$ cat src/rtl/rv32imf_pkg.sv
// Shared APU interface constants and types for the RV32IMF core/FPU boundary.
package rv32imf_pkg;

  localparam int APU_NARGS    = 3;
  localparam int APU_WOP      = 6;
  localparam int APU_NDSFLAGS = 15;
  localparam int APU_NUSFLAGS = 5;

  typedef enum logic [1:0] {
    LAT_ADDMUL  = 2'd0,
    LAT_DIVSQRT = 2'd1,
    LAT_NONCOMP = 2'd2,
    LAT_CONV    = 2'd3
  } apu_lat_e;

  typedef struct packed {
    logic [APU_NARGS-1:0][31:0] operands;
    logic [APU_WOP-1:0]         op;
    logic [APU_NDSFLAGS-1:0]    flags;
  } apu_payload_t;

endpackage

$ cat src/rtl/rv32imf_apu_tag_fifo.sv
// In-order FIFO of in-flight destination registers; per-slot valid bits feed the hazard compare.
module rv32imf_apu_tag_fifo #(
  parameter int DEPTH  = 4,
  parameter int ADDR_W = 6
) (
  input  logic                         clk_i,
  input  logic                         rst_ni,
  input  logic                         push_i,
  input  logic [ADDR_W-1:0]            push_addr_i,
  input  logic                         pop_i,
  output logic [ADDR_W-1:0]            head_addr_o,
  output logic [$clog2(DEPTH):0]       count_o,
  output logic [DEPTH-1:0][ADDR_W-1:0] tags_o,
  output logic [DEPTH-1:0]             valid_o
);

  localparam int PTR_W = $clog2(DEPTH);

  logic [PTR_W-1:0]             wptr_q, wptr_d, rptr_q, rptr_d;
  logic [PTR_W:0]               count_q, count_d;
  logic [DEPTH-1:0]             valid_q, valid_d;
  logic [DEPTH-1:0][ADDR_W-1:0] tags_q;

  // NOTE: every variable gets a default before any conditional update, so no latch is inferred.
  always_comb begin
    wptr_d  = wptr_q;
    rptr_d  = rptr_q;
    valid_d = valid_q;
    if (pop_i) begin
      valid_d[rptr_q] = 1'b0;
      rptr_d          = rptr_q + PTR_W'(1);
    end
    if (push_i) begin
      valid_d[wptr_q] = 1'b1;
      wptr_d          = wptr_q + PTR_W'(1);
    end
    count_d = count_q + (PTR_W+1)'(push_i) - (PTR_W+1)'(pop_i);
  end

  // NOTE: state registers use non-blocking assignments so all flops update together at the edge.
  always_ff @(posedge clk_i or negedge rst_ni) begin
    if (!rst_ni) begin
      wptr_q  <= '0;
      rptr_q  <= '0;
      count_q <= '0;
      valid_q <= '0;
    end else begin
      wptr_q  <= wptr_d;
      rptr_q  <= rptr_d;
      count_q <= count_d;
      valid_q <= valid_d;
    end
  end

  // NOTE: tag storage is deliberately unreset; valid_q alone qualifies every slot.
  always_ff @(posedge clk_i) begin
    if (push_i) tags_q[wptr_q] <= push_addr_i;
  end

  assign head_addr_o = tags_q[rptr_q];
  assign count_o     = count_q;
  assign tags_o      = tags_q;
  assign valid_o     = valid_q;

endmodule

$ cat src/rtl/rv32imf_apu_disp.sv
// Core-side APU initiator: holds the request payload until granted, tracks in-flight
// destinations in issue order, and turns FPU results into register-file writebacks.
module rv32imf_apu_disp
  import rv32imf_pkg::*;
#(
  parameter int DEPTH  = 4,
  parameter int ADDR_W = 6
) (
  input  logic                            clk_i,
  input  logic                            rst_ni,
  input  logic                            issue_valid_i,
  output logic                            issue_ready_o,
  input  logic [APU_NARGS-1:0][31:0]      issue_operands_i,
  input  logic [APU_WOP-1:0]              issue_op_i,
  input  logic [APU_NDSFLAGS-1:0]         issue_flags_i,
  input  logic [1:0]                      issue_lat_i,
  input  logic [ADDR_W-1:0]               issue_waddr_i,
  output logic                            apu_req_o,
  input  logic                            apu_gnt_i,
  output logic [APU_NARGS-1:0][31:0]      apu_operands_o,
  output logic [APU_WOP-1:0]              apu_op_o,
  output logic [APU_NDSFLAGS-1:0]         apu_flags_o,
  input  logic                            apu_rvalid_i,
  input  logic [31:0]                     apu_rdata_i,
  input  logic [APU_NUSFLAGS-1:0]         apu_rflags_i,
  output logic                            wb_valid_o,
  output logic [ADDR_W-1:0]               wb_waddr_o,
  output logic [31:0]                     wb_wdata_o,
  output logic [APU_NUSFLAGS-1:0]         fflags_o,
  input  logic                            fflags_clr_i,
  input  logic [APU_NARGS-1:0][ADDR_W-1:0] hazard_raddr_i,
  output logic                            hazard_o,
  output logic                            busy_o,
  output logic                            err_o
);

  localparam int CNT_W = $clog2(DEPTH) + 1;

  logic                         req_q, req_d;
  apu_payload_t                 pay_q, pay_d;
  apu_lat_e                     lat_q, lat_d;
  logic                         wb_valid_q;
  logic [ADDR_W-1:0]            wb_waddr_q;
  logic [31:0]                  wb_wdata_q;
  logic [APU_NUSFLAGS-1:0]      fflags_q, fflags_d;
  logic                         err_q;

  logic [CNT_W-1:0]             count;
  logic [ADDR_W-1:0]            head_addr;
  logic [DEPTH-1:0][ADDR_W-1:0] tags;
  logic [DEPTH-1:0]             valid;
  logic                         lat_ok, accept, pop, hazard;

  // Mixing latency classes would reorder results, so a class change waits for an empty FIFO.
  assign lat_ok        = (count == '0) || (apu_lat_e'(issue_lat_i) == lat_q);
  assign issue_ready_o = (!req_q || apu_gnt_i) && (count < CNT_W'(DEPTH)) && lat_ok;
  assign accept        = issue_valid_i && issue_ready_o;
  assign pop           = apu_rvalid_i && (count != '0);

  rv32imf_apu_tag_fifo #(
    .DEPTH  (DEPTH),
    .ADDR_W (ADDR_W)
  ) u_tag_fifo (
    .clk_i       (clk_i),
    .rst_ni      (rst_ni),
    .push_i      (accept),
    .push_addr_i (issue_waddr_i),
    .pop_i       (pop),
    .head_addr_o (head_addr),
    .count_o     (count),
    .tags_o      (tags),
    .valid_o     (valid)
  );

  always_comb begin
    req_d = req_q;
    pay_d = pay_q;
    lat_d = lat_q;
    if (accept) begin
      req_d = 1'b1;
      pay_d = '{operands: issue_operands_i, op: issue_op_i, flags: issue_flags_i};
      lat_d = apu_lat_e'(issue_lat_i);
    end else if (req_q && apu_gnt_i) begin
      req_d = 1'b0;
    end
    fflags_d = (fflags_clr_i ? '0 : fflags_q) | (pop ? apu_rflags_i : '0);
  end

  always_ff @(posedge clk_i or negedge rst_ni) begin
    if (!rst_ni) begin
      req_q      <= 1'b0;
      pay_q      <= '0;
      lat_q      <= LAT_ADDMUL;
      wb_valid_q <= 1'b0;
      wb_waddr_q <= '0;
      wb_wdata_q <= '0;
      fflags_q   <= '0;
      err_q      <= 1'b0;
    end else begin
      req_q      <= req_d;
      pay_q      <= pay_d;
      lat_q      <= lat_d;
      wb_valid_q <= pop;
      if (pop) begin
        wb_waddr_q <= head_addr;
        wb_wdata_q <= apu_rdata_i;
      end
      fflags_q <= fflags_d;
      if (apu_rvalid_i && (count == '0)) err_q <= 1'b1;
    end
  end

  always_comb begin
    hazard = 1'b0;
    for (int s = 0; s < APU_NARGS; s++) begin
      if (wb_valid_q && (wb_waddr_q == hazard_raddr_i[s])) hazard = 1'b1;
      for (int e = 0; e < DEPTH; e++) begin
        if (valid[e] && (tags[e] == hazard_raddr_i[s])) hazard = 1'b1;
      end
    end
  end

  assign apu_req_o      = req_q;
  assign apu_operands_o = pay_q.operands;
  assign apu_op_o       = pay_q.op;
  assign apu_flags_o    = pay_q.flags;
  assign wb_valid_o     = wb_valid_q;
  assign wb_waddr_o     = wb_waddr_q;
  assign wb_wdata_o     = wb_wdata_q;
  assign fflags_o       = fflags_q;
  assign hazard_o       = hazard;
  assign busy_o         = req_q || (count != '0) || wb_valid_q;
  assign err_o          = err_q;

endmodule

$ cat config.mk
export PLATFORM = sky130hd
export DESIGN_NAME = rv32imf_apu_disp
export DESIGN_NICKNAME = d
export VERILOG_FILES = /design/src/rtl/rv32imf_pkg.sv /design/src/rtl/rv32imf_apu_tag_fifo.sv /design/src/rtl/rv32imf_apu_disp.sv
export SDC_FILE = /design/constraint.sdc
export NUM_CORES = 1
export LEC_CHECK = 0
export CORE_ASPECT_RATIO = 0.7
export CORE_MARGIN = 2
export CORE_UTILIZATION = 39
export CTS_BUF_LIST = sky130_fd_sc_hd__clkbuf_8 sky130_fd_sc_hd__clkbuf_16
export CTS_CLUSTER_DIAMETER = 150
export DETAILED_ROUTE_END_ITERATION = 10
export PLACE_DENSITY = 0.76
export SLEW_MARGIN = 10
export SYNTH_ARGS = -nofsm -noshare
export SYNTH_HDL_FRONTEND = slang
export SYNTH_SLANG_ARGS = --single-unit
$ cat constraint.sdc
create_clock -name clk_i -period 2.35 [get_ports clk_i]
set_clock_uncertainty 0.05 [all_clocks]
set_input_delay 0.47 -clock clk_i [delete_from_list [all_inputs] [get_ports clk_i]]
set_output_delay 0.47 -clock clk_i [all_outputs]
set_load 0.05 [all_outputs]
Word level (Yosys, flattened, before mapping). Index checks and enable logic that the tools add are counted.

Register bits after elaboration: 200. Input bits: 186. Output and inout bits: 166. Logic and storage cells: 110.

Add/sub/neg operators: 4. $lt $le $gt $ge: 5. Eq/ne operators: 16. Multiplexer cells: 30. Bitwise operators: 4. Reduce and logical (&&, ||, !) cells: 31.

Operators by type and width (number): == test 6 bit (15); bitwise mux 24 bit (1); logical AND 1 bit (23); 2-to-1 mux 1 bit (19); binary-select mux 6 bit (select 2 bit) (1); demux 6 bit (select 2 bit) (1); 2-to-1 mux 6 bit (2); 2-to-1 mux 5 bit (2); 2-to-1 mux 4 bit (2); less-than comparator 2 x 3 -> 1 bit (second input constant) (2); OR 5 bit (1); adder 2 x 1 -> 2 bit (second input constant) (2); bitwise AND 4 bit (1); demux 1 bit (select 2 bit) (2); >= comparator 2 x 1 -> 1 bit (second input constant) (2); logical OR 1 bit (4); NOT 4 bit (1); OR 4 bit (1); adder 3 x 1 -> 3 bit (1); logical NOT 3 bit (1); less-than comparator 3 bit (second input constant) (1); nonzero test 3 bit (1); subtractor 3 x 1 -> 3 bit (1); == test 2 bit (1); 2 further kinds (2).

Longest topological paths before layout. Gate-level depths: netlist of run 1.

Word-level depth: 17. Depth in mapped cells: 11. Gate-level depth less buffers: 10.

Cells and area by module. A second synthesis of run 1 with hierarchy kept.

Cell total of the unflattened synthesis: 595. Area total of the unflattened synthesis: 8727.1 µm².

Modules (own cells, without submodules): rv32imf_apu_disp (times used 1, cells each 513, area an instance 7282.0 µm², seq. area each 4129.0 µm²); rv32imf_apu_tag_fifo (times used 1, cells each 82, area an instance 1445.1 µm², seq. area each 996.0 µm²).

Worst setup path after synthesis of run 1. OpenSTA, ideal clock, no wires.

Path type: register to register. Start point: reg req_q, in the netlist apu_req_o. End point: reg u_tag_fifo.count_q[2], in the netlist u_tag_fifo.count_o[2]. Library setup time: 125 ps. Arrival: 2588 ps. Data required time: 2175 ps. Slack: -413 ps. Cell stages (with the launch flop): 11. Path buffers: 1. Period minus slack after synthesis: 2763 ps. Cell sequence: dfrtp_1 > nor2b_1 > nor3_4 > nand2_1 > inv_2 > buf_2 > ha_1 > inv_1 > fa_1 > xnor2_1 > xnor2_1.

Cells in the longest elaborated chain, start to end: 7.

Ends and longest elaborated chain: start: declaration (line rv32imf_apu_disp.sv:39) `logic req_q, req_d;`; start signal: assignment (line rv32imf_apu_disp.sv:100) `req_q <= req_d;`; logical NOT 1 bit (line rv32imf_apu_disp.sv:56) `assign issue_ready_o = (!req_q || apu_gnt_i) && (count < CNT_W'(DEPTH)) && lat_ok;`; logical OR 1 bit (line rv32imf_apu_disp.sv:56); logical AND 1 bit (2 in series) (line rv32imf_apu_disp.sv:56); via issue_ready_o (line rv32imf_apu_disp.sv:12) `output logic issue_ready_o,`; logical AND 1 bit (line rv32imf_apu_disp.sv:57) `assign accept = issue_valid_i && issue_ready_o;`; via accept (line rv32imf_apu_disp.sv:52) `logic lat_ok, accept, pop, hazard;`; adder 3 x 1 -> 3 bit (line rv32imf_apu_tag_fifo.sv:37) `count_d = count_q + (PTR_W+1)'(push_i) - (PTR_W+1)'(pop_i);`; subtractor 3 x 1 -> 3 bit (line rv32imf_apu_tag_fifo.sv:37); via u_tag_fifo.count_d[2] (line rv32imf_apu_tag_fifo.sv:20) `logic [PTR_W:0] count_q, count_d;`; end signal: assignment (line rv32imf_apu_tag_fifo.sv:50) `count_q <= count_d;`; end: declaration (line rv32imf_apu_tag_fifo.sv:20).

The timed path passes the listed nets, and every way through them passes these cells. A chain may end at the register's enable or synchronous reset.

Worst setup path in the final report of run 1.
Start point: in hazard_raddr_i[14] (netlist name). End point: out hazard_o.

Cells in the longest elaborated chain, start to end: 7. Elaborated cells on any way between the ends: 15. Classes of those cells: 5 x eq/ne; 5 x mux; 5 x reduce/logical.

Ends and longest elaborated chain: start: declaration (line rv32imf_apu_disp.sv:31) `input logic [APU_NARGS-1:0][ADDR_W-1:0] hazard_raddr_i,`; == test 6 bit (line rv32imf_apu_disp.sv:116) `if (wb_valid_q && (wb_waddr_q == hazard_raddr_i[s])) hazard = 1'b1;`; logical AND 1 bit (line rv32imf_apu_disp.sv:116); 2-to-1 mux 1 bit (line rv32imf_apu_disp.sv:116); 2-to-1 mux 1 bit (3 in series) (line rv32imf_apu_disp.sv:118) `if (valid[e] && (tags[e] == hazard_raddr_i[s])) hazard = 1'b1;`; 2-to-1 mux 1 bit (*) (line rv32imf_apu_disp.sv:118); end: declaration (line rv32imf_apu_disp.sv:32) `output logic hazard_o,`.

Mark *: on every way between the ends. The rest lies on a longest branch, timed or not.

==> results of run 1 <==
## cells in the final DEF, fill, tap and decap left out, drive strengths merged, types with 4 or more instances in the layout
| cell type | netlist | routed |
|---|---|---|
| a21o | 5 | 5 |
| and3 | 4 | 4 |
| buf | 47 | 56 |
| clkbuf | 5 | 18 |
| clkdlybuf4s50 | 0 | 343 |
| clkinv | 0 | 6 |
| dfrtp | 176 | 176 |
| edfxtp | 24 | 24 |
| ha | 10 | 10 |
| inv | 14 | 22 |
| mux2 | 38 | 38 |
| mux4 | 6 | 6 |
| nand2 | 370 | 370 |
| nand4 | 16 | 16 |
| nor3 | 12 | 12 |
| nor4 | 6 | 6 |
| o21ai | 7 | 7 |
| xnor2 | 60 | 60 |
| xor2 | 36 | 36 |
## final timing paths
check	from	endpoint	slack [ns]	cells after the start
setup / recovery	hazard_raddr_i[14]	hazard_o	-0.43	7
hold / removal	err_o	err_o	0.42	1
setup reg to reg	u_tag_fifo.count_o[2]	u_tag_fifo.count_o[2]	0.18	10
hold reg to reg	err_o	err_o	0.42	1
max in group asynchronous	rst_ni	apu_operands_o[57]	1.06	3
min in group asynchronous	rst_ni	err_o	0.55	2
## area by class of cell
type	count	area (um2)	area share, %
Sequential cell	200	5130	37.9
Tap cell	282	353	2.61
Clock buffer	18	439	3.25
Clock inverter	14	155	1.15
Inverter	14	55.1	0.407
Multi-Input combinational cell	581	3370	24.9
Timing Repair Buffer	404	4030	29.8
Antenna cell	1	2.50	0.0185
## registers in the layout, indices dropped and copies added, names as in the netlist
| signal | count |
|---|---|
| apu_op_o | 6 |
| apu_operands_o | 96 |
| u_tag_fifo.rptr_q | 2 |
| u_tag_fifo.tags_o | 24 |
| apu_flags_o | 15 |
| u_tag_fifo.wptr_q | 2 |
| wb_valid_o | 1 |
| lat_q | 2 |
| apu_req_o | 1 |
| wb_wdata_o | 32 |
| err_o | 1 |
| u_tag_fifo.valid_o | 4 |
| u_tag_fifo.count_o | 3 |
| wb_waddr_o | 6 |
| fflags_o | 5 |
## per-layer routing
| layer | wire length, um | share of wire (%) | vias to the layer above | global-route usage, % |
|---|---|---|---|---|
| li1 | - | - | 3423 | - |
| met1 | 11100 | 43 | 3427 | 28.8 |
| met2 | 11900 | 46 | 280 | 35.5 |
| met3 | 2720 | 10 | 20 | 8.35 |
| met4 | 288 | 1.1 | 0 | 5.93 |
| met5 | 0 | 0 | - | 0 |
## power breakdown
part | leakage, nW | internal (mW) | total [mW] | switching, mW
logic | 3.48 | 3.64 | 10.3 | 6.67
registers | 2.39 | 4.85 | 5.81 | 0.956
clock network | 0.294 | 1.46 | 2.91 | 1.46
total | 6.16 | 9.95 | 19.0 | 9.09
## through the flow
step	setup TNS, ns	cell area [um2]	utilization, %
finish	-0.431	13500	61.9
detailed placement	-0.805	12900	59.0
floorplan	-0.441	8820	-
global placement	-0.693	12900	59.0
global route	-0.525	13500	61.9
CTS	-0.444	13500	61.8
## worst reg2reg max path, delay by kind of cell, from the launching register on
| family | cells | cell delay (ns) |
|---|---|---|
| buf+inv | 3 | 0.30 |
| fa+ha+maj | 3 | 0.73 |
| simple gates | 2 | 0.25 |
| xor+xnor | 2 | 0.33 |
| flops | 1 | 0.44 |
## cells by family after synthesis
logic type / Yosys count / share of synthesized area [%]
multiplexers: 44 / 6.42
flip-flops: 200 / 58.4
XOR/XNOR: 96 / 9.59
AO/OA/AOI/OAI: 16 / 1.14
AND/OR/NAND/NOR: 414 / 18.9
adder cells (fa/ha/maj): 11 / 1.66
buffers and inverters: 66 / 3.85
## what timing repair did
action,in CTS,in global routing
setup endpoints to repair,2,3
pin swaps,2,5
resized for setup,3,4
hold endpoints to repair,50,0
buffers inserted,1,2
hold buffers,1,0
==> out/results.txt, run 1 <==
The tree is rooted in a clkbuf_16. The run gives 7450 as the number of global-route vias before repair. Measured along the y axis, the die boundary spans 129 um. Clock-pin slew was measured on the worst setup and hold paths at 0.07 ns.

The routed layout has 7150 vias. The final reports fail on setup timing. The net count after synthesis is 1044, and the wire length per cell after detailed routing is 17.2 um. The run gives 19.0 mW as the post-layout total power.

The cell count after synthesis came out at 847. The signal on the critical path passes through clkdlybuf4s50_1, xor2_1, nor4_1, or4_1, nor3_2, nand4_1, buf_6. The count of input and output buffers came out at 351.

Setup repair after global routing could not meet its margin everywhere. The critical path arrival is 2.26 ns, and the standard cell core area is 0.0218 mm2. Headroom to the max-slew limit came out at 59.2%. The routed via count divided by cell count is 4.72, and the sequential-to-total area share from yosys stat is 58.4%. The initial utilization of the core area, before any placement, comes to 40.1%.

The tools report the number of nets with antenna violations after routing as 0. The run finished, with violations left. Among all cell types in the netlist, the one instantiated most often is nand2_1.

The largest total area in the synthesized netlist belongs to dfrtp_1. Clock tree synthesis found a total of 200 sinks. The overall global routing resource usage came out at 22.3%.

In the post-synthesis netlist, the biggest area contributors are dfrtp_1, nand2_1, edfxtp_1. Prior to clock tree synthesis, the placed netlist has a worst setup slack of -0.442 ns. The number of distinct library cells after synthesis came out at 29. Summed over its instances, the top area cell type makes up 50.2% of the synthesized netlist area.

Among all stages on the critical path, the largest delay is contributed by clkdlybuf4s50_1. The share of synthesized registers carrying an async set or reset is 88.0%. The aggregate global routing overflow is 0.

The largest stage delay on the critical path was 0.55 ns. The maximum clock frequency is 360 MHz, and the number of flops mapped to enable cells by yosys is 24. The final number of hold-violating endpoints was 0; the cell area after technology mapping was 0.00877 mm2. After detailed routing, the total wire length is 26.1 mm. The power density normalized to cell area works out to 1410 mW/mm2.

The worst voltage drop across the vdd grid is 890 uV, and the final critical delay including setup and external delays is 2.78 ns. For the count of TritonRoute iterations in the first routing pass, the log shows 4. In this run the static leakage power is 6.16 nW. TritonCTS built the clock tree. Clock latency on the worst-skew pair, taken at its later pin, is 0.43 ns. The run gives 17 as the clock buffer count from CTS.

The number of standard-cell rows in the floorplan was 45; the top fanout value on the critical path was 3. The H-tree generated during clock tree synthesis spans 4 levels. For the number of max-cap violations, the log shows 0. The logs give -0.431 ns for the post-layout worst setup margin and 0 for the remaining design rule violation count. Layout filler cell count: 1775. The mean cell area of the mapped netlist was 10.4 um2. Counting both buffers and inverters, the worst setup path holds a total of 2.

For the pin with the worst max-slew slack, the measured transition is 0.612 ns. The global-route wire length before repair is 40.4 mm. Ranked by instance count, the synthesized netlist is headed by nand2_1, dfrtp_1, xnor2_1, mux2_2. Nature of the critical path endpoint: an output pin. The floorplan step defined a die boundary enclosing 0.0237 mm2.

Routability-driven placement finished with a final weighted congestion of 0.922. STA classifies the critical path startpoint as an input pin. The cell count after placement is 1477, and the number of DRC markers after the initial detailed-route iteration is 346. The number of nets at the end of the flow is 1415, and the area added between synthesis and finish is 54.3%. The final worst-path cycle share came out at 118%. The maximum root-to-sink buffer count was 2; the number of failing setup endpoints in the final timing report was 1. Counting flops and latches in the post-synthesis netlist gives 200. The number of synthesis warnings is 0.

During I/O placement, the number of pins put on the boundary was 352. The critical path class is in2out. The finished layout holds 1514 standard cells, fillers aside. Hold is met by 0.423 ns. Once detailed placement completed, the half-perimeter wirelength came to 19.8 mm.

The path type of the worst min-delay path is reg2reg. For the data required time at the worst endpoint, the log shows 1.83 ns. The number of antenna violations at the first check in global routing is 1. The ratio of cells with drive above 1 in the final layout works out to 11.8%.

For this run, the leading register cell type out of synthesis is dfrtp_1. The final max-slew violation count came out at 0. For the largest net degree at the start of global routing, the log shows 76. Die width: 183 um.

The cell family with the largest share of critical-path delay was simple AND/OR/NAND/NOR gates.
Power figures use the tool's default switching activity.
==> run 2, diff against run 1 <==
--- a/config.mk
+++ b/config.mk
@@ -7,12 +7,14 @@
 export LEC_CHECK = 0
 export CORE_ASPECT_RATIO = 0.7
 export CORE_MARGIN = 2
-export CORE_UTILIZATION = 39
-export CTS_BUF_LIST = sky130_fd_sc_hd__clkbuf_8 sky130_fd_sc_hd__clkbuf_16
+export CORE_UTILIZATION = 41
+export CTS_BUF_LIST = sky130_fd_sc_hd__clkbuf_8
 export CTS_CLUSTER_DIAMETER = 150
 export DETAILED_ROUTE_END_ITERATION = 10
-export PLACE_DENSITY = 0.76
+export PLACE_DENSITY = 0.8
+export SKIP_CTS_REPAIR_TIMING = 1
 export SLEW_MARGIN = 10
 export SYNTH_ARGS = -nofsm -noshare
 export SYNTH_HDL_FRONTEND = slang
 export SYNTH_SLANG_ARGS = --single-unit
+export TNS_END_PERCENT = 5
==> out/results.txt, run 2 (synthesis results as in run 1) <==
Nature of the critical path endpoint: an output pin. The tools report the maximum root-to-sink buffer count as 2 (unchanged). The run finished, with violations left.

For the multi-input gate area in the final layout, the log shows 0.00337 mm2 (-0.19%). CTS sink count: 200 (unchanged). The post-layout worst setup margin was -0.505 ns (-0.0749 ns); the clock buffer count from CTS was 17 (unchanged). Relative to the synthesized area, the layout overhead comes to 51.8%. The run gives -0.505 ns (-0.0749 ns) as the total negative slack. The run gives 6.10 nW (-0.92%) as the leakage power total. STA classifies the critical path startpoint as an input pin. The aggregate global routing overflow was 0 (unchanged); the global-route wire length before repair was 40.6 mm (+0.48%).

The worst voltage drop across the vdd grid was 865 uV (-2.8%); the critical path arrival was 2.34 ns (+0.08 ns). The layout filler cell count was 1658 (-6.6%); the number of standard-cell rows in the floorplan was 44 (-2.2%). Number of DRC markers after the initial detailed-route iteration: 430 (+24%). Traced cell by cell, the critical path runs through clkdlybuf4s50_1, xnor2_1, nand4_1, nor4_1, or4_1, nor3_2, nand4_1, buf_6. The total buffers and inverters traversed by the critical path was 2 (unchanged). The power density normalized to cell area came out at 1370 mW/mm2 (-2.3%). The tools report the source of the worst register-to-register timing path as u_tag_fifo.count_o[2]. The count of input and output buffers was 351 (unchanged); the remaining max-slew budget at the tightest pin was 55.2% (-4.0 points). The maximum clock frequency is 350 MHz (-2.6%).

The critical path class was in2out. The total number of vias is 7204 (+0.76%), and the final critical delay including setup and external delays is 2.86 ns (+0.0749 ns). The logs give 23.4% (+1.2 points) for the overall global routing resource usage and 0 (unchanged) for the remaining design rule violation count. The pin slew with the least headroom to its limit is 0.672 ns (+0.0599 ns). The die span in y works out to 126 um (-2.4%).

The run gives 352 (unchanged) as the I/O pin total. The run gives 19.8 mm (about the same) as the HPWL reported at the end of detailed placement. The final number of hold-violating endpoints is 0 (unchanged). The run gives 0 (unchanged) as the final max-slew violation count. The checks that failed: setup timing.

On the critical path, the stage with the largest delay is an instance of or4_1. The library cell used most frequently in the layout, excluding fill and tap cells, is nand2_1. Clock latency of the later-clocked register in the worst-skew pair: 0.46 ns (+0.03 ns). In this run the worst setup path begins at hazard_raddr_i[15]. The overall routed net length is 26.0 mm (-0.23%). The largest stage delay on the critical path is 0.55 ns (about the same).

The startpoint identified for the worst hold timing path is apu_operands_o[47]. Number of antenna violations at the first check in global routing: 4 (+3). Setup repair after global routing could not meet its margin everywhere. For the routability congestion estimate, the log shows 0.900 (-2.4%).

The run gives 7553 (+1.4%) as the number of global-route vias before repair. For the register area, the log shows 0.00513 mm2 (unchanged). The tools report the number of max-cap violations as 0 (unchanged).

The standard cell core area is 0.0209 mm2 (-4.5%). In this design, the critical path's most frequently occurring cell is nand4_1. The tools report the die area as 0.0226 mm2 (-4.7%). The number of nets at the end of the flow came out at 1416 (+0.071%). The run gives 0 (unchanged) as the number of nets with antenna violations after routing.

The count of TritonRoute iterations in the first routing pass is 4 (unchanged), and the number of failing setup endpoints in the final timing report is 1 (unchanged). Cell family with the largest share of critical-path delay: simple AND/OR/NAND/NOR gates. The routed via count divided by cell count is 4.77 (+0.96%). The ratio of cells with drive above 1 in the final layout is 11.9% (+0.072 points). Wire length per cell after detailed routing: 17.2 um (about the same). The largest net degree at the start of global routing is 66 (-13%). In the layout the commonest cells are nand2_1, clkdlybuf4s50_1, dfrtp_1, xnor2_1, buf_4.

The run gives 1.83 ns (about the same) as the data required time at the worst endpoint. Path type of the worst min-delay path: reg2reg. Clock root buffer master: clkbuf_8. The die width is 179 um (-2.4%), and the count of H-tree levels built during CTS is 4 (unchanged). Starting density of the core: 42.0% (+1.9 points). Number of flip-flops under the largest register name: 96 (unchanged).

Clock transition at the register clock pins on the worst setup and hold paths after CTS: 0.10 ns (+0.03 ns). The top fanout value on the critical path was 4 (+1); the post-layout total power was 18.3 mW (-3.9%). TritonCTS built the clock tree. The final worst-path cycle share works out to 122% (+3.2 points).
[run 2: cell count changes in the layout (fill, tap and decap cells not counted), moves of 3 or more]
cell	delta
buf_4	+5
clkbuf_8	+17
buf_12	-4
clkdlybuf4s50_1	-3
dlymetal6s2s_1	+5
clkbuf_16	-17
[run 2: worst reg2reg max path, cell delays in order, from the launching register on]
cell,delay (ns)
dfrtp_1,0.46
nor3_2,0.32
nor2b_4,0.08
ha_1,0.28
inv_1,0.06
ha_1,0.13
inv_1,0.05
fa_2,0.33
xnor2_1,0.19
xnor2_1,0.14
[run 2: area by class of cell]
class,count,area share (%)
Clock inverter,14,1.25
Clock buffer,18,1.86
Timing Repair Buffer,405,30.0
Sequential cell,200,38.5
Inverter,14,0.414
Tap cell,276,2.59
Multi-Input combinational cell,581,25.3
Antenna cell,3,0.0564
[run 2: worst paths after layout]
kind	end	slack, ns	cells past startpoint
setup / recovery	hazard_o	-0.51	8
hold / removal	apu_operands_o[47]	0.43	2
setup reg to reg	u_tag_fifo.count_o[2]	0.20	9
hold reg to reg	apu_operands_o[47]	0.43	2
max in group asynchronous	apu_operands_o[33]	1.09	3
min in group asynchronous	fflags_o[3]	0.50	2
[run 2: metal layers]
| metal | wire length [um] | part of all wire [%] | vias to the layer above | track usage [%] |
|---|---|---|---|---|
| met5 | 13 | 0.050 | - | 0 |
| met4 | 441 | 1.7 | 2 | 7.89 |
| met3 | 2480 | 9.5 | 34 | 8.24 |
| met2 | 12400 | 48 | 286 | 37.9 |
| met1 | 10700 | 41 | 3457 | 29.4 |
| li1 | - | - | 3425 | - |
[run 2: report_power, final]
group	internal (mW)	switching [mW]	total, mW
clock	0.852	1.42	2.27
sequential	4.84	0.975	5.82
combinational	3.58	6.63	10.2
[run 2: through the flow]
step	hold slack, ns	std cells	setup slack (ns)	utilization [%]	area [um2]
floorplan	0.124	847	-0.201	-	8810
global route	0.432	1511	-0.586	63.8	13300
detailed placement	0.411	1473	-0.507	61.5	12800
global placement	0.407	1473	-0.473	61.5	12800
finish	0.434	1511	-0.505	63.8	13300
CTS	-0.0542	1505	-0.550	63.5	13200
==> run 3, diff against run 2 <==
--- a/config.mk
+++ b/config.mk
@@ -6,7 +6,6 @@
 export NUM_CORES = 1
 export LEC_CHECK = 0
 export CORE_ASPECT_RATIO = 0.7
-export CORE_MARGIN = 2
 export CORE_UTILIZATION = 41
 export CTS_BUF_LIST = sky130_fd_sc_hd__clkbuf_8
 export CTS_CLUSTER_DIAMETER = 150
==> out/results.txt, run 3 (synthesis results as in run 1) <==
The number of max-cap violations is 0 (unchanged), and the final number of hold-violating endpoints is 0 (unchanged). The largest net degree at the start of global routing is 67 (+1.5%), and the power share of the sequential group is 31.6% (-0.2 points). The worst hold margin came out at 0.427 ns (-0.00655 ns). The overall global routing resource usage was 24.3% (+0.90 points); the clock transition at the register clock pins on the worst setup and hold paths after CTS was 0.10 ns (about the same). The part of the power in the clock network is 12.7% (+0.3 points), and the post-layout instance count excluding filler cells is 1510 (-0.066%). The maximum clock frequency is 354 MHz (+1.2%), and the count of input and output buffers is 351 (unchanged). The worst voltage drop across the vdd grid was 981 uV (+13%). The die width is 177 um (-1.1%), and the placed cell area is 0.0129 mm2 (+0.47%).

The standard cell core area was 0.0209 mm2 (unchanged); the final critical delay including setup and external delays was 2.82 ns (-0.0330 ns). The power density normalized to cell area works out to 1380 mW/mm2 (+0.22%). The number of flip-flops under the largest register name works out to 96 (unchanged). The multi-input gate area in the final layout was 0.00335 mm2 (-0.33%).

Setup repair after global routing could not meet its margin everywhere. The overall routed net length is 25.9 mm (-0.27%), and the top fanout value on the critical path is 3 (-1). The share of total power consumed by net switching is 49.1% (-0.25 points), and the wire length per cell after detailed routing is 17.2 um (-0.20%).

The run gives 0.0134 mm2 (+0.38%) as the post-route cell area. Compared with the post-synthesis result, the final layout area differs by 52.4%. The worst-case setup slack after placement was -0.595 ns (-0.0883 ns); the total negative slack was -0.473 ns (+0.0330 ns). The critical path arrival is 2.30 ns (-0.04 ns), and the ratio of cells with drive above 1 in the final layout is 11.8% (-0.091 points).

The run gives 0 (unchanged) as the final max-slew violation count. TritonCTS built the clock tree. For the post-layout worst setup margin, the log shows -0.473 ns (+0.0330 ns). The maximum root-to-sink buffer count was 2 (unchanged). The number of standard-cell rows in the floorplan was 44 (unchanged). The number of failing setup endpoints in the final timing report was 1 (unchanged). The library cell used most frequently in the layout, excluding fill and tap cells, is nand2_1.

Routability congestion estimate: 0.910 (+1.2%). STA classifies the critical path endpoint as an output pin. The CTS sink count was 200 (unchanged). The number of nets with antenna violations after routing came out at 0 (unchanged). The number of DRC markers after the initial detailed-route iteration was 459 (+6.7%); the register area was 0.00513 mm2 (unchanged).

The number of nets at the end of the flow is 1417 (+0.071%). The routed via count divided by cell count was 4.76 (-0.21%); the cell count after placement was 1476 (+0.20%). The logs give 19.8 mm (about the same) for the HPWL reported at the end of detailed placement and 42.0% (unchanged) for the starting density of the core.

For the number of global-route vias before repair, the log shows 7407 (-1.9%). The run finished, with violations left. STA classifies the critical path startpoint as a flop.

The remaining design rule violation count was 0 (unchanged); the die span in y was 124 um (-1.6%). The tools report the clock latency of the later-clocked register in the worst-skew pair as 0.46 ns (about the same). The checks that failed: setup timing. The total number of vias is 7184 (-0.28%). The run gives 4 (unchanged) as the count of H-tree levels built during CTS.

The pin slew with the least headroom to its limit works out to 0.596 ns (-0.0766 ns). The data required time at the worst endpoint is 1.83 ns (about the same), and the die area is 0.0220 mm2 (-2.7%). Path type of the worst min-delay path: reg2reg.

The remaining max-slew budget at the tightest pin was 60.3% (+5.1 points); the aggregate global routing overflow was 0 (unchanged). The internal power of the cells was 9.38 mW (+1.1%). The logs give 352 (unchanged) for the I/O pin total and 9.03 mW (about the same) for the reported net switching power. Number of antenna violations at the first check in global routing: 1 (-3). The final worst-path cycle share is 120% (-1.4 points).

Logic gate share of total power: 55.7% (about the same). For the global-route wire length before repair, the log shows 40.8 mm (+0.58%). The clock buffer count from CTS came out at 17 (unchanged). In the layout the commonest cells are nand2_1, clkdlybuf4s50_1, dfrtp_1, xnor2_1, buf_4. The tools report the clock root buffer master as clkbuf_8. The critical path class is reg2out. For the count of TritonRoute iterations in the first routing pass, the log shows 5 (+1). For the leakage power total, the log shows 6.14 nW (+0.66%).

For the layout filler cell count, the log shows 1674 (+0.97%).
## run 3: per-stage QoR
| step | util, % | power (mW) |
|---|---|---|
| 5_1_grt | 64.0 | 19.4 |
| 3_3_place_gp | 61.8 | 16.0 |
| 3_5_place_dp | 61.8 | 16.2 |
| 6_report | 64.0 | 18.4 |
| 2_1_floorplan | - | 12.3 |
| 4_1_cts | 63.8 | 18.6 |
## run 3: final timing paths
kind / cells past startpoint / start / slack (ns) / endpoint
max in group asynchronous: 3 / rst_ni / 1.09 / apu_flags_o[7]
worst max-delay path: 7 / u_tag_fifo.tags_o[6] / -0.47 / hazard_o
min in group asynchronous: 2 / rst_ni / 0.46 / fflags_o[1]
worst min register to register: 2 / apu_operands_o[29] / 0.43 / apu_operands_o[29]
worst min-delay path: 2 / apu_operands_o[29] / 0.43 / apu_operands_o[29]
worst max register to register: 10 / u_tag_fifo.count_o[2] / 0.20 / u_tag_fifo.count_o[2]
## run 3: area by class of cell
class / instances / share of cell area, %
repair buffers: 406 / 30.3
multi-input cells: 581 / 25.1
well taps: 276 / 2.58
clock buffers: 17 / 1.75
inverters: 14 / 0.412
diodes: 1 / 0.0187
flip-flops and latches: 200 / 38.4
clock inverters: 15 / 1.49
## run 3: per-layer routing
metal	vias to the layer above	share of wire, %	routed length (um)	GRT usage [%]
li1	3415	-	-	-
met1	3445	41	10700	31.0
met2	298	47	12100	39.1
met3	26	11	2730	8.46
met4	0	1.5	384	6.59
met5	-	0	0	0
## run 3: power groups by stage
stage               Clock, mW  Sequential [mW]  Combinational, mW
finish                   2.34             5.82               10.3
global route             2.56             6.00               10.8
CTS                      2.40             5.83               10.3
detailed placement          0             5.88               10.3
global placement            0             5.82               10.2
floorplan                   0             9.82               2.53
## run 3: critical path, stage by stage, from the launching register on
cell and delay, ns:
edfxtp_1 0.52, xnor2_1 0.17, nand4_1 0.10, nor4_1 0.05, or4_1 0.55, nor3_2 0.12, nand4_1 0.15, buf_6 0.20
